==> src/rtl/nv_ram_rws_fifo_ctrl_128x256.sv <==
// FIFO controller driving an external 128x256 registered-read-address two-port RAM; the RAM dout is the output register.
// Latency: 2 cycles from input handshake to out_pvld on an empty FIFO; one pop per cycle sustained.
// Backpressure: in_prdy drops at 128 entries (registered state only); out_pd is held while out_pvld & ~out_prdy.
// Optional occupancy output enabled by defining NV_RAM_RWS_FIFO_COUNT_EN.
module nv_ram_rws_fifo_ctrl_128x256 (
    input  logic         clk,
    input  logic         reset,
    input  logic         in_pvld,
    output logic         in_prdy,
    input  logic [255:0] in_pd,
    output logic         out_pvld,
    input  logic         out_prdy,
    output logic [255:0] out_pd,
    output logic         ram_we,
    output logic [6:0]   ram_wa,
    output logic [255:0] ram_di,
    output logic         ram_re,
    output logic [6:0]   ram_ra,
    input  logic [255:0] ram_dout,
    output logic [7:0]   fifo_count
);

    logic [7:0] wr_ptr_q, wr_ptr_d;
    logic [7:0] rd_ptr_q, rd_ptr_d;
    logic       out_vld_q, out_vld_d;
    logic [7:0] unread;
    logic [7:0] count;
    logic       push;
    logic       pop;

    always_comb begin
        unread   = wr_ptr_q - rd_ptr_q;
        // Displayed entry stays counted until popped, so its RAM slot is never overwritten.
        count    = unread + {7'd0, out_vld_q};
        in_prdy  = ~reset & (count != 8'd128);
        out_pvld = out_vld_q & ~reset;
        push     = in_pvld & in_prdy;
        pop      = out_pvld & out_prdy;
        ram_re   = ~reset & (unread != 8'd0) & (~out_vld_q | pop);

        ram_we   = push;
        ram_wa   = wr_ptr_q[6:0];
        ram_di   = in_pd;
        ram_ra   = rd_ptr_q[6:0];
        out_pd   = ram_dout;

        wr_ptr_d  = wr_ptr_q + {7'd0, push};
        rd_ptr_d  = rd_ptr_q + {7'd0, ram_re};
        out_vld_d = out_vld_q;
        if (ram_re) begin
            out_vld_d = 1'b1;
        end else if (pop) begin
            out_vld_d = 1'b0;
        end
    end

    always_ff @(posedge clk) begin
        if (reset) begin
            wr_ptr_q  <= 8'd0;
            rd_ptr_q  <= 8'd0;
            out_vld_q <= 1'b0;
        end else begin
            wr_ptr_q  <= wr_ptr_d;
            rd_ptr_q  <= rd_ptr_d;
            out_vld_q <= out_vld_d;
        end
    end

`ifdef NV_RAM_RWS_FIFO_COUNT_EN
    assign fifo_count = reset ? 8'd0 : count;
`else
    assign fifo_count = 8'd0;
`endif

endmodule

==> config.mk <==
export PLATFORM = sky130hd
export DESIGN_NAME = nv_ram_rws_fifo_ctrl_128x256
export DESIGN_NICKNAME = d
export VERILOG_FILES = /design/src/rtl/nv_ram_rws_fifo_ctrl_128x256.sv
export SDC_FILE = /design/constraint.sdc
export NUM_CORES = 1
export LEC_CHECK = 0
export BUFFER_PORTS_ARGS = -buffer_cell sky130_fd_sc_hd__buf_2
export CORE_AREA = 2 2 414 416
export CTS_BUF_LIST = sky130_fd_sc_hd__clkbuf_16
export CTS_CLUSTER_SIZE = 30
export DETAILED_ROUTE_END_ITERATION = 10
export DIE_AREA = 0 0 416 418
export PLACE_DENSITY = 0.3
export SYNTH_ARGS = -nofsm -noshare
export SYNTH_HDL_FRONTEND = slang
export SYNTH_SLANG_ARGS = --single-unit
==> constraint.sdc <==
create_clock -name clk -period 3.4 [get_ports clk]
set_input_delay 0.68 -clock clk [delete_from_list [all_inputs] [get_ports clk]]
set_output_delay 0.68 -clock clk [all_outputs]
set_load 0.1 [all_outputs]
==> results of run 1 <==
-- timing repair --
| item | 4_1_cts | 5_1_grt |
|---|---|---|
| pin swaps | 7 | 9 |
| setup endpoints to repair | 2 | 7 |
| resized for setup | 7 | 7 |
| buffers inserted | 2 | 4 |
-- logic make-up (layout without fill, tap and decap cells) --
family,after synthesis,in the layout
flip-flops,17,17
AND/OR/NAND/NOR,48,48
buffers and inverters,548,53
adder cells (fa/ha/maj),14,14
other,1,10
AO/OA/AOI/OAI,25,25
XOR/XNOR,18,18
-- routing by layer --
| metal | routed length [um] | track usage | share of wire |
|---|---|---|---|
| met5 | 83 | 0.00333 | 0.0011 |
| met4 | 1690 | 0.0169 | 0.023 |
| met3 | 30900 | 0.161 | 0.41 |
| met2 | 33800 | 0.129 | 0.45 |
| met1 | 8380 | 0.0264 | 0.11 |
-- metrics by stage --
stage            util  setup WS (ps)  cell area (sq um)
2_1_floorplan       -           -159               5310
3_3_place_gp   0.0254            151               4300
3_5_place_dp   0.0254            171               4300
4_1_cts        0.0262          -26.6               4430
5_1_grt        0.0266          -67.5               4500
6_report       0.0266           63.6               4510
-- worst paths after layout --
path                 endpoint  slack [ps]
setup / recovery       ram_re          60
hold / removal    wr_ptr_q[7]         550
setup reg to reg  rd_ptr_q[6]         220
hold reg to reg   wr_ptr_q[7]         550
-- worst min-delay path: stages (launching register included) --
cell,delay (ps)
dfxtp_1,360
xor2_1,80
nor2_1,70
-- state kept, by name (all words and copies together), names as in the netlist --
signal     count
wr_ptr_q       8
rd_ptr_q       8
out_vld_q      1
-- synthesized netlist by cell type, types with 2 or more instances --
cell and instances:
a211oi_2 2, a21oi_1 6, and3_1 3, buf_4 534, dfxtp_1 17, ha_1 13
inv_1 12, nand2_1 3, nand2b_1 2, nand3_1 8, nor2_1 19, nor2b_1 8
nor3_1 2, o21ai_0 5, xnor2_1 10, xor2_1 6, xor2_2 2
-- report_power, final --
group / switching (mW) / internal (mW) / total, mW
logic: 0.509 / 0.291 / 0.799
clock network: 0.0793 / 0.156 / 0.235
registers: 0.0171 / 0.218 / 0.236
-- final cells by class --
cell class | instances | area, sq um | area share
timing repair buffer | 37 | 270 | 0.0600
antenna | 2 | 5.00 | 0.00111
inverter | 12 | 45.0 | 0.0100
clock inverter | 1 | 3.75 | 0.000833
tap | 2218 | 2780 | 0.616
multi-input combinational | 113 | 982 | 0.218
clock buffer | 3 | 75.1 | 0.0167
sequential | 17 | 349 | 0.0775
==> results by group, run 1 <==
Yosys
  – Register area share after synthesis: 0.0653
  – Simple-gate share of the synthesized area: 0.0456
  – Post-synthesis mux area share: 0
  – Synth Area in Compound Gates: 0.0404
  – Synth top area share: 0.770
  – Largest family of logic cells by synthesized area: buffers and inverters
  – Unique masters post-synth: 36
  – Post-Synthesis Cells: 671
  – Post-Syn Area per Cell: 7.76 sq um
  – Synth warn: 0
  – Area leader, netlist: buf_4
  – Post-Synth XOR/XNOR Area: 0.0331
  – Synth top area cells: buf_4 77%, dfxtp_1 6.5%, ha_1 3.1%
  – Mapped Area: 5210 sq um
  – Synth Flop Type: dfxtp_1
  – Async SR Flop Fraction: 0
  – Post-synth EDFFs: 0
  – Yosys reg bits: 17
  – Post-Synth Adder-Cell Area: 0.0351

Worst hold path
  – HP Start: wr_ptr_q[7]
  – Hold path depth: 2
  – Hold WC Path Type: flop to flop

Global routing
  – Largest net degree at the start of global routing: 13
  – Total GRT Usage: 0.0820
  – Global route overflow: 0
  – Initial antenna violation count: 1
  – First-pass GRT wire length: 78,900 um
  – Vias in the first global route: 2,037

Critical path
  – Crit path required time: 2720 ps
  – Startpoint types: flop
  – Crit path buf inv count: 2
  – Worst r2r src: rd_ptr_q[0]
  – Depth of the worst register-to-register path: 15
  – WP data arrival: 2660 ps
  – Critical Path Fanout Max: 4
  – Crit path kind: flop to primary output
  – Worst Setup SP: rd_ptr_q[0]
  – Largest stage delay on the critical path: 390 ps
  – Crit end category: primary output
  – Crit path depth: 10
  – CP top delay family: compound AO/OA/AOI/OAI gates
  – CP max-delay cell: fa_2
  – Critical Path, Cell by Cell: ha_4 > inv_2 > fa_2 > a211oi_4 > o21bai_1 > a21oi_2 > xor2_2 > and3_4 > a311oi_4 > buf_12

Timing
  – Worst Max-Slew Pin Slew: 604 ps
  – Post-route minimum period: 3340 ps
  – Fmax: 300 MHz
  – Final hold vios: 0
  – Max Clock Skew: 3.30 ps
  – RSZ-0062 raised after global routing: yes
  – Max Slew Vio Count: 0
  – Count of final setup violators: 0
  – Period utilization: 0.981
  – Hold_ws: 550 ps
  – Slew HR: 0.594
  – Setup TNS: 0 ps

Job
  – Maxcap violations: 0

Clocking
  – Clk sink count: 17
  – Clk buf depth: 2
  – Clock-pin slew on the worst setup and hold paths: 50 ps
  – Hold Buf Count CTS: 0
  – H-tree depth: 1
  – TritonCTS Buffers: 3
  – Clk Latency, worst-skew pair: 250 ps
  – CTS tree: done
  – Root Driver: clkbuf_16

Detailed routing
  – Wire per inst: 31.1 um
  – Pre-Repair DR Iteration Count: 4
  – Vias/cell: 0.861
  – DR vias: 2,068
  – # DRC: 0
  – Initial drt markers: 135
  – DRT antenna net count: 0
  – Total wire length: 74,800 um

Cells and area
  – Most frequent cells in the layout: 18 x buf_2, 17 x nor2_1, 16 x buf_4
  – # fillers: 20,100
  – Commonest non-fill, non-tap cell in the layout: buf_2
  – Final nets: 714
  – Area delta synth->final: -13.5%
  – Share of cells above drive strength 1: 0.404
  – Non-Filler Instances: 2,403

Placement
  – RePlAce Congestion: 0.675
  – Port bufs: 21
  – Post-Place Cells: 2,391
  – DP Wirelength: 72,000 um

Floorplan
  – Chip width: 416 um
  – I/O pins: 1,054
  – Die area: 174,000 sq um
  – Core area: 169,000 sq um
  – Die extent in y: 418 um
  – # rows: 151
  – Initial Util: 0.0308

Power and ir drop
  – Power Density: 282 nW/um^2
  – Worst VDD drop: 0.434 mV
  – Total Power: 1.27 mW
  – Leakage: 0.747 nW

Outcome
  – Status: completed
Power figures use the tool's default switching activity.
==> inputs of run 2 (changes only) <==
--- a/config.mk
+++ b/config.mk
@@ -5,12 +5,13 @@
 export SDC_FILE = /design/constraint.sdc
 export NUM_CORES = 1
 export LEC_CHECK = 0
+export ABC_AREA = 1
 export BUFFER_PORTS_ARGS = -buffer_cell sky130_fd_sc_hd__buf_2
-export CORE_AREA = 2 2 414 416
+export CORE_AREA = 2 2 405 407
 export CTS_BUF_LIST = sky130_fd_sc_hd__clkbuf_16
 export CTS_CLUSTER_SIZE = 30
 export DETAILED_ROUTE_END_ITERATION = 10
-export DIE_AREA = 0 0 416 418
+export DIE_AREA = 0 0 407 409
 export PLACE_DENSITY = 0.3
 export SYNTH_ARGS = -nofsm -noshare
 export SYNTH_HDL_FRONTEND = slang
==> run 2 against run 1 <==
First-iteration DRC count increased by 24%. Final area decreased by 3.0%. Largest cell class unchanged. Synthesized cell count increased by 10%. Register-to-register slack improved by 110 ps. Largest power group unchanged. Critical path type unchanged. Area after synthesis increased by 1.7%.
==> results by group, run 2 <==
Cells and area
  – Most frequent cells in the layout: 41 x nand2_1, 38 x inv_1, 25 x nor2_1
  – Design Area, Final: 4370 sq um (-3.0%)
  – Share of cells above drive strength 1: 0.220 (-0.184)
  – # fillers: 19,400 (-3.7%)
  – Area delta synth->final: -17.5%
  – Largest regs: rd_ptr_q (8), wr_ptr_q (8), out_vld_q (1)
  – Final nets: 772 (+8.1%)
  – Antenna diodes: 0 (-2)
  – Commonest non-fill, non-tap cell in the layout: nand2_1

Yosys
  – Synth Area in Compound Gates: 0.0189 (-0.0215)
  – Area leader, netlist: buf_4
  – Synth top area cells: buf_4 76%, dfxtp_1 6.4%, ha_1 3.1%
  – Async SR Flop Fraction: 0 (unchanged)
  – Register area share after synthesis: 0.0642 (-0.00110)
  – Post-Synthesis Cells: 739 (+10%)
  – Yosys reg bits: 17 (unchanged)
  – Synth warn: 0 (unchanged)
  – Simple-gate share of the synthesized area: 0.0857 (+0.0401)
  – Post-Synth XOR/XNOR Area: 0.00661 (-0.0265)
  – Synth cell count leaders: 534 x buf_4, 42 x nand2_1, 41 x inv_1
  – Top-count cell post-synth: buf_4
  – Synth Flop Type: dfxtp_1
  – Post-Synth Adder-Cell Area: 0.0345 (-0.000588)
  – Post-synth EDFFs: 0 (unchanged)
  – Mapped Area: 5300 sq um (+1.7%)
  – Largest family of logic cells by synthesized area: buffers and inverters
  – Synth top area share: 0.757 (-0.0129)
  – Unique masters post-synth: 20 (-44%)
  – Post-Syn Area per Cell: 7.17 sq um (-7.7%)
  – Post-synthesis mux area share: 0 (unchanged)

Timing
  – Max Slew Vio Count: 0 (unchanged)
  – Final hold vios: 0 (unchanged)
  – Fmax: 312 MHz (+4.1%)
  – Period utilization: 0.943 (-0.0385)
  – Hold_ws: 498 ps (-51.4 ps)
  – Count of final setup violators: 0 (unchanged)
  – Post-route minimum period: 3210 ps (-131 ps)
  – Worst Max-Slew Pin Slew: 649 ps (+44.5 ps)
  – Slew HR: 0.570 (-0.0238)
  – RSZ-0062 raised after global routing: no
  – Max Clock Skew: 5.38 ps (+2.08 ps)
  – Setup TNS: 0 ps (unchanged)

Detailed routing
  – Wire per inst: 30.4 um (-2.4%)
  – DRT antenna net count: 0 (unchanged)
  – Initial drt markers: 168 (+24%)
  – Vias/cell: 0.980 (+14%)
  – Total wire length: 73,400 um (-1.9%)
  – Pre-Repair DR Iteration Count: 4 (unchanged)
  – DR vias: 2,367 (+14%)
  – # DRC: 0 (unchanged)

Power and ir drop
  – Power Density: 269 nW/um^2 (-4.6%)
  – Total Power: 1.18 mW (-7.4%)
  – Worst VDD drop: 0.153 mV (-65%)
  – Leakage: 0.885 nW (+18%)

Global routing
  – Global route overflow: 0 (unchanged)
  – First-pass GRT wire length: 78,300 um (-0.87%)
  – Largest net degree at the start of global routing: 11 (-2)
  – Total GRT Usage: 0.0839 (+0.00197)
  – Initial antenna violation count: 1 (unchanged)
  – Vias in the first global route: 2,405 (+18%)

Clocking
  – Clk buf depth: 2 (unchanged)
  – H-tree depth: 1 (unchanged)
  – CTS tree: done
  – TritonCTS Buffers: 3 (unchanged)
  – Clk sink count: 17 (unchanged)
  – Root Driver: clkbuf_16
  – Clock-pin slew on the worst setup and hold paths: 60 ps (about the same)
  – Hold Buf Count CTS: 0 (unchanged)
  – Clk Latency, worst-skew pair: 260 ps (about the same)

Critical path
  – Crit end category: primary output
  – Worst r2r src: wr_ptr_q[0]
  – Reg-to-Reg End: wr_ptr_q[6]
  – WP data arrival: 2530 ps (-130 ps)
  – Crit path required time: 2720 ps (about the same)
  – CP Capture Point: ram_we
  – Worst Setup SP: wr_ptr_q[0]
  – Critical Path Fanout Max: 2 (-2)
  – Depth of the worst register-to-register path: 22 (+7)
  – Startpoint types: flop
  – Crit path kind: flop to primary output
  – Internal reg-to-reg setup slack: 330 ps (+110 ps)

Floorplan
  – Chip width: 407 um (-2.2%)
  – Die extent in y: 409 um (-2.2%)
  – Die area: 166,000 sq um (-4.3%)
  – Core area: 162,000 sq um (-4.2%)
  – Initial Util: 0.0327 (+0.00189)
  – # rows: 148 (-2.0%)
  – I/O pins: 1,054 (unchanged)

Job
  – Maxcap violations: 0 (unchanged)

Worst hold path
  – Hold WC Path Type: flop to flop

Placement
  – Port bufs: 21 (unchanged)
  – Post-place instance area: 4220 sq um (-1.8%)
  – DP Wirelength: 70,900 um (-1.5%)
  – RePlAce Congestion: 0.790 (+17%)

Outcome
  – Status: completed
## run 2: cell types whose count changed after synthesis, sizes merged, moves of 4 or more
cell,before,now
a21oi,7,11
o21ai,5,9
nor2b,8,0
xnor2,10,2
nor2,19,29
nand2,3,45
nand4,1,5
and3,4,0
nand3,8,22
xor2,8,2
inv,12,41
## run 2: how the worst min path moves through the flow
stage | end | cells past startpoint | startpoint | slack [ps]
final | rd_ptr_q[4] | 1 | rd_ptr_q[4] | 500
after global routing | rd_ptr_q[4] | 1 | rd_ptr_q[4] | 550
after CTS | rd_ptr_q[4] | 1 | rd_ptr_q[4] | 500
after detailed placement | rd_ptr_q[4] | 1 | rd_ptr_q[4] | 480
after global placement | rd_ptr_q[4] | 1 | rd_ptr_q[4] | 480
after floorplan | rd_ptr_q[4] | 1 | rd_ptr_q[4] | 460
## run 2: logic make-up after synthesis
| logic type | Yosys count |
|---|---|
| AOI/OAI and AO/OA | 20 |
| and+or+nand+nor | 106 |
| xor gates and xnor gates | 4 |
| buffers and inverters | 577 |
| adders and majority gates | 14 |
| DFF | 17 |
| other | 1 |
## run 2: metal layers
metal | global-route usage | up-vias | wire length [um]
li1 | - | 714 | -
met1 | 0.0244 | 817 | 7380
met2 | 0.139 | 692 | 34400
met3 | 0.160 | 140 | 29700
met4 | 0.0184 | 4 | 1790
met5 | 0.00322 | - | 55
## run 2: critical path, stage by stage, from the launching register on
cell,delay [ps]
dfxtp_2,320
inv_2,60
ha_4,130
inv_4,30
fa_1,470
ha_1,280
nor2_1,80
nand2_1,50
nor2_1,110
nand3_1,90
nor2_1,110
nand2_1,60
inv_1,40
nand2_1,50
nand2_2,120
nor2_4,70
buf_12,160
## run 2: cell type report
class,count,area [sq um],share of cell area
repair buffers,27,195,0.0447
flip-flops and latches,17,345,0.0790
multi-input cells,152,870,0.199
inverters,41,159,0.0364
well taps,2175,2720,0.623
clock buffers,3,75.1,0.0172
clock inverters,1,5.00,0.00115
## run 2: what timing repair did
item	in CTS	in global routing
pin swaps	0	10
buffers inserted	0	1
setup endpoints to repair	1	8
gates resized for setup	2	19
## run 2: power breakdown
group	leakage [nW]	internal, mW	total [mW]	switching, mW
combinational	0.705	0.196	0.683	0.487
clock	0.0409	0.158	0.257	0.0987
sequential	0.139	0.219	0.236	0.0170
total	0.885	0.573	1.18	0.603
## run 2: through the flow
step / util / instances / setup WS (ps)
global route: 0.0270 / 2416 / 1.95
CTS: 0.0266 / 2415 / 48.5
global placement: 0.0260 / 2411 / 111
finish: 0.0270 / 2416 / 195
detailed placement: 0.0260 / 2411 / 200
floorplan: - / 746 / 47.2
==> inputs of run 3 (changes only) <==
--- a/config.mk
+++ b/config.mk
@@ -12,6 +12,7 @@
 export CTS_CLUSTER_SIZE = 30
 export DETAILED_ROUTE_END_ITERATION = 10
 export DIE_AREA = 0 0 407 409
+export GPL_TIMING_DRIVEN = 0
 export PLACE_DENSITY = 0.3
 export SYNTH_ARGS = -nofsm -noshare
 export SYNTH_HDL_FRONTEND = slang
==> run 3 against run 2 <==
Register-to-register slack worse by 40 ps. Sequential cell count did not move. Combinational power increased to 6.0 times the previous value. Critical path depth is 1 lower. Clock power about the same. Sequential power is essentially flat. Critical endpoint unchanged. Largest power group unchanged.
==> results by group, run 3 (synthesis results as in run 2) <==
Outcome
  – Status: completed

Worst hold path
  – HP Start: rd_ptr_q[4]
  – Hold path depth: 1 (unchanged)
  – WHS Endpoint: rd_ptr_q[4]
  – Hold WC Path Type: flop to flop

Detailed routing
  – Total wire length: 76,000 um (+3.5%)
  – Vias/cell: 1.81 (+85%)
  – DRT antenna net count: 0 (unchanged)
  – Pre-Repair DR Iteration Count: 4 (unchanged)
  – Wire per inst: 21.9 um (-28%)
  – DR vias: 6,298 (+170%)
  – # DRC: 0 (unchanged)
  – Initial drt markers: 226 (+35%)

Clocking
  – Hold Buf Count CTS: 0 (unchanged)
  – Clock-pin slew on the worst setup and hold paths: 60 ps (about the same)
  – H-tree depth: 1 (unchanged)
  – Clk Latency, worst-skew pair: 260 ps (about the same)
  – Clk sink count: 17 (unchanged)
  – Root Driver: clkbuf_16
  – Clk buf depth: 2 (unchanged)
  – CTS tree: done
  – TritonCTS Buffers: 3 (unchanged)

Global routing
  – Largest net degree at the start of global routing: 11 (unchanged)
  – Total GRT Usage: 0.0855 (+0.00159)
  – Global route overflow: 0 (unchanged)
  – Vias in the first global route: 5,763 (+140%)
  – Initial antenna violation count: 100 (+99)
  – First-pass GRT wire length: 85,100 um (+8.8%)

Cells and area
  – Design Area, Final: 11,000 sq um (+150%)
  – Area delta synth->final: 108%
  – Most frequent cells in the layout: 540 x buf_4, 529 x buf_2, 38 x inv_1, 38 x nand2_1, 25 x nor2_1
  – Share of cells above drive strength 1: 0.859 (+0.639)
  – Non-Filler Instances: 3,472 (+44%)
  – Final nets: 1,819 (+140%)
  – Fin util: 0.0682 (+0.0412)
  – Largest regs: rd_ptr_q (8), wr_ptr_q (8), out_vld_q (1)
  – Commonest non-fill, non-tap cell in the layout: buf_4

Timing
  – Setup TNS: 0 ps (unchanged)
  – Final hold vios: 0 (unchanged)
  – Worst Max-Slew Pin Slew: 842 ps (+193 ps)
  – Max Clock Skew: 4.34 ps (-1.04 ps)
  – Post-route minimum period: 3240 ps (+31.7 ps)
  – RSZ-0062 raised after global routing: yes
  – Count of final setup violators: 0 (unchanged)
  – Period utilization: 0.952 (+0.00931)
  – Final setup margin: 163 ps (-31.7 ps)
  – Slew HR: 0.443 (-0.128)
  – Fmax: 309 MHz (-0.98%)
  – Hold_ws: 502 ps (+3.65 ps)
  – Max Slew Vio Count: 0 (unchanged)

Placement
  – Post-place instance area: 10,700 sq um (+150%)
  – RePlAce Congestion: 0.960 (+22%)
  – DP Wirelength: 74,100 um (+4.5%)
  – Port bufs: 532 (+2400%)
  – Pre-CTS WS: -734 ps (-934 ps)
  – Post-Place Cells: 3,453 (+43%)

Power and ir drop
  – Clock power frac: 0.056 (-0.162)
  – Switching pwr: 3.38 mW (+460%)
  – Total Power: 4.57 mW (+290%)
  – Logic pwr share: 0.893 (+0.312)
  – Internal: 1.20 mW (+110%)
  – Leakage: 5.49 nW (+520%)
  – Worst VDD drop: 0.133 mV (-13%)
  – Sequential Power Share: 0.052 (-0.149)
  – Switching Fraction: 0.738 (+0.226)
  – Power Density: 414 nW/um^2 (+54%)

Critical path
  – Reg-to-Reg End: wr_ptr_q[7]
  – Crit end category: primary output
  – Startpoint types: flop
  – Crit path kind: flop to primary output
  – Crit path required time: 2720 ps (about the same)
  – Critical Path Fanout Max: 3 (+1)
  – Worst r2r src: rd_ptr_q[0]
  – Critical Path, Cell by Cell: ha_4 > inv_4 > fa_2 > ha_4 > nor2_4 > nand2_1 > nor2_1 > nand3_1 > nor2_1 > nand2_1 > inv_1 > nand2_2 > nand2_8 > nor2_4 > buf_12
  – Depth of the worst register-to-register path: 22 (unchanged)
  – WP data arrival: 2560 ps (+30 ps)
  – CP max-delay cell: fa_2
  – Largest stage delay on the critical path: 570 ps (+100 ps)
  – Internal reg-to-reg setup slack: 290 ps (-40 ps)

Floorplan
  – Die extent in y: 409 um (unchanged)
  – # rows: 148 (unchanged)
  – Die area: 166,000 sq um (unchanged)
  – Initial Util: 0.0327 (unchanged)
  – I/O pins: 1,054 (unchanged)
  – Chip width: 407 um (unchanged)
  – Core area: 162,000 sq um (unchanged)

Job
  – Maxcap violations: 0 (unchanged)
## run 3: worst max path at each step
stage                 from     endpoint  slack [ps]  depth (start not counted)
3_3_place_gp   wr_ptr_q[0]  wr_ptr_q[7]        -780                         22
3_5_place_dp   wr_ptr_q[0]  wr_ptr_q[7]        -730                         22
5_1_grt        wr_ptr_q[0]       ram_we          -9                         16
6_report       rd_ptr_q[0]       ram_we         160                         15
2_1_floorplan  wr_ptr_q[0]  wr_ptr_q[7]          50                         22
4_1_cts        wr_ptr_q[0]       ram_we          -6                         16
## run 3: layer usage
layer | global-route usage | share of wire | routed length, um
met5 | 0 | 0.0016 | 121
met4 | 0.00575 | 0.016 | 1250
met3 | 0.0662 | 0.18 | 13700
met2 | 0.151 | 0.49 | 37000
met1 | 0.0808 | 0.31 | 23900
## run 3: area by class of cell
type	count	area, sq um
diodes	9	22.5
plain buffers	536	4030
inverters	41	159
multi-input cells	152	936
clock buffers	3	75.1
clock inverters	1	5.00
repair buffers	538	2750
flip-flops and latches	17	344
well taps	2175	2720
fillers	19100	151000
## run 3: power by group through the flow
stage               clock (mW)  sequential [mW]  combinational (mW)
floorplan                    0            0.229                3.36
global placement             0            0.237                4.04
detailed placement           0            0.238                4.02
CTS                      0.264            0.234                4.08
global route             0.273            0.238                4.27
finish                   0.255            0.236                4.08
## run 3: repair_timing
action,4_1_cts,5_1_grt
pin swaps,7,14
setup buffers,4,2
endpoints found under the setup margin,11,8
gates resized for setup,26,18
## run 3: critical path: cells and delay by family, from the launching register on
family | cells | cell delay [ps]
adder cells (fa/ha/maj) | 3 | 940
buffers and inverters | 3 | 250
flip-flops | 1 | 360
AND/OR/NAND/NOR | 9 | 710
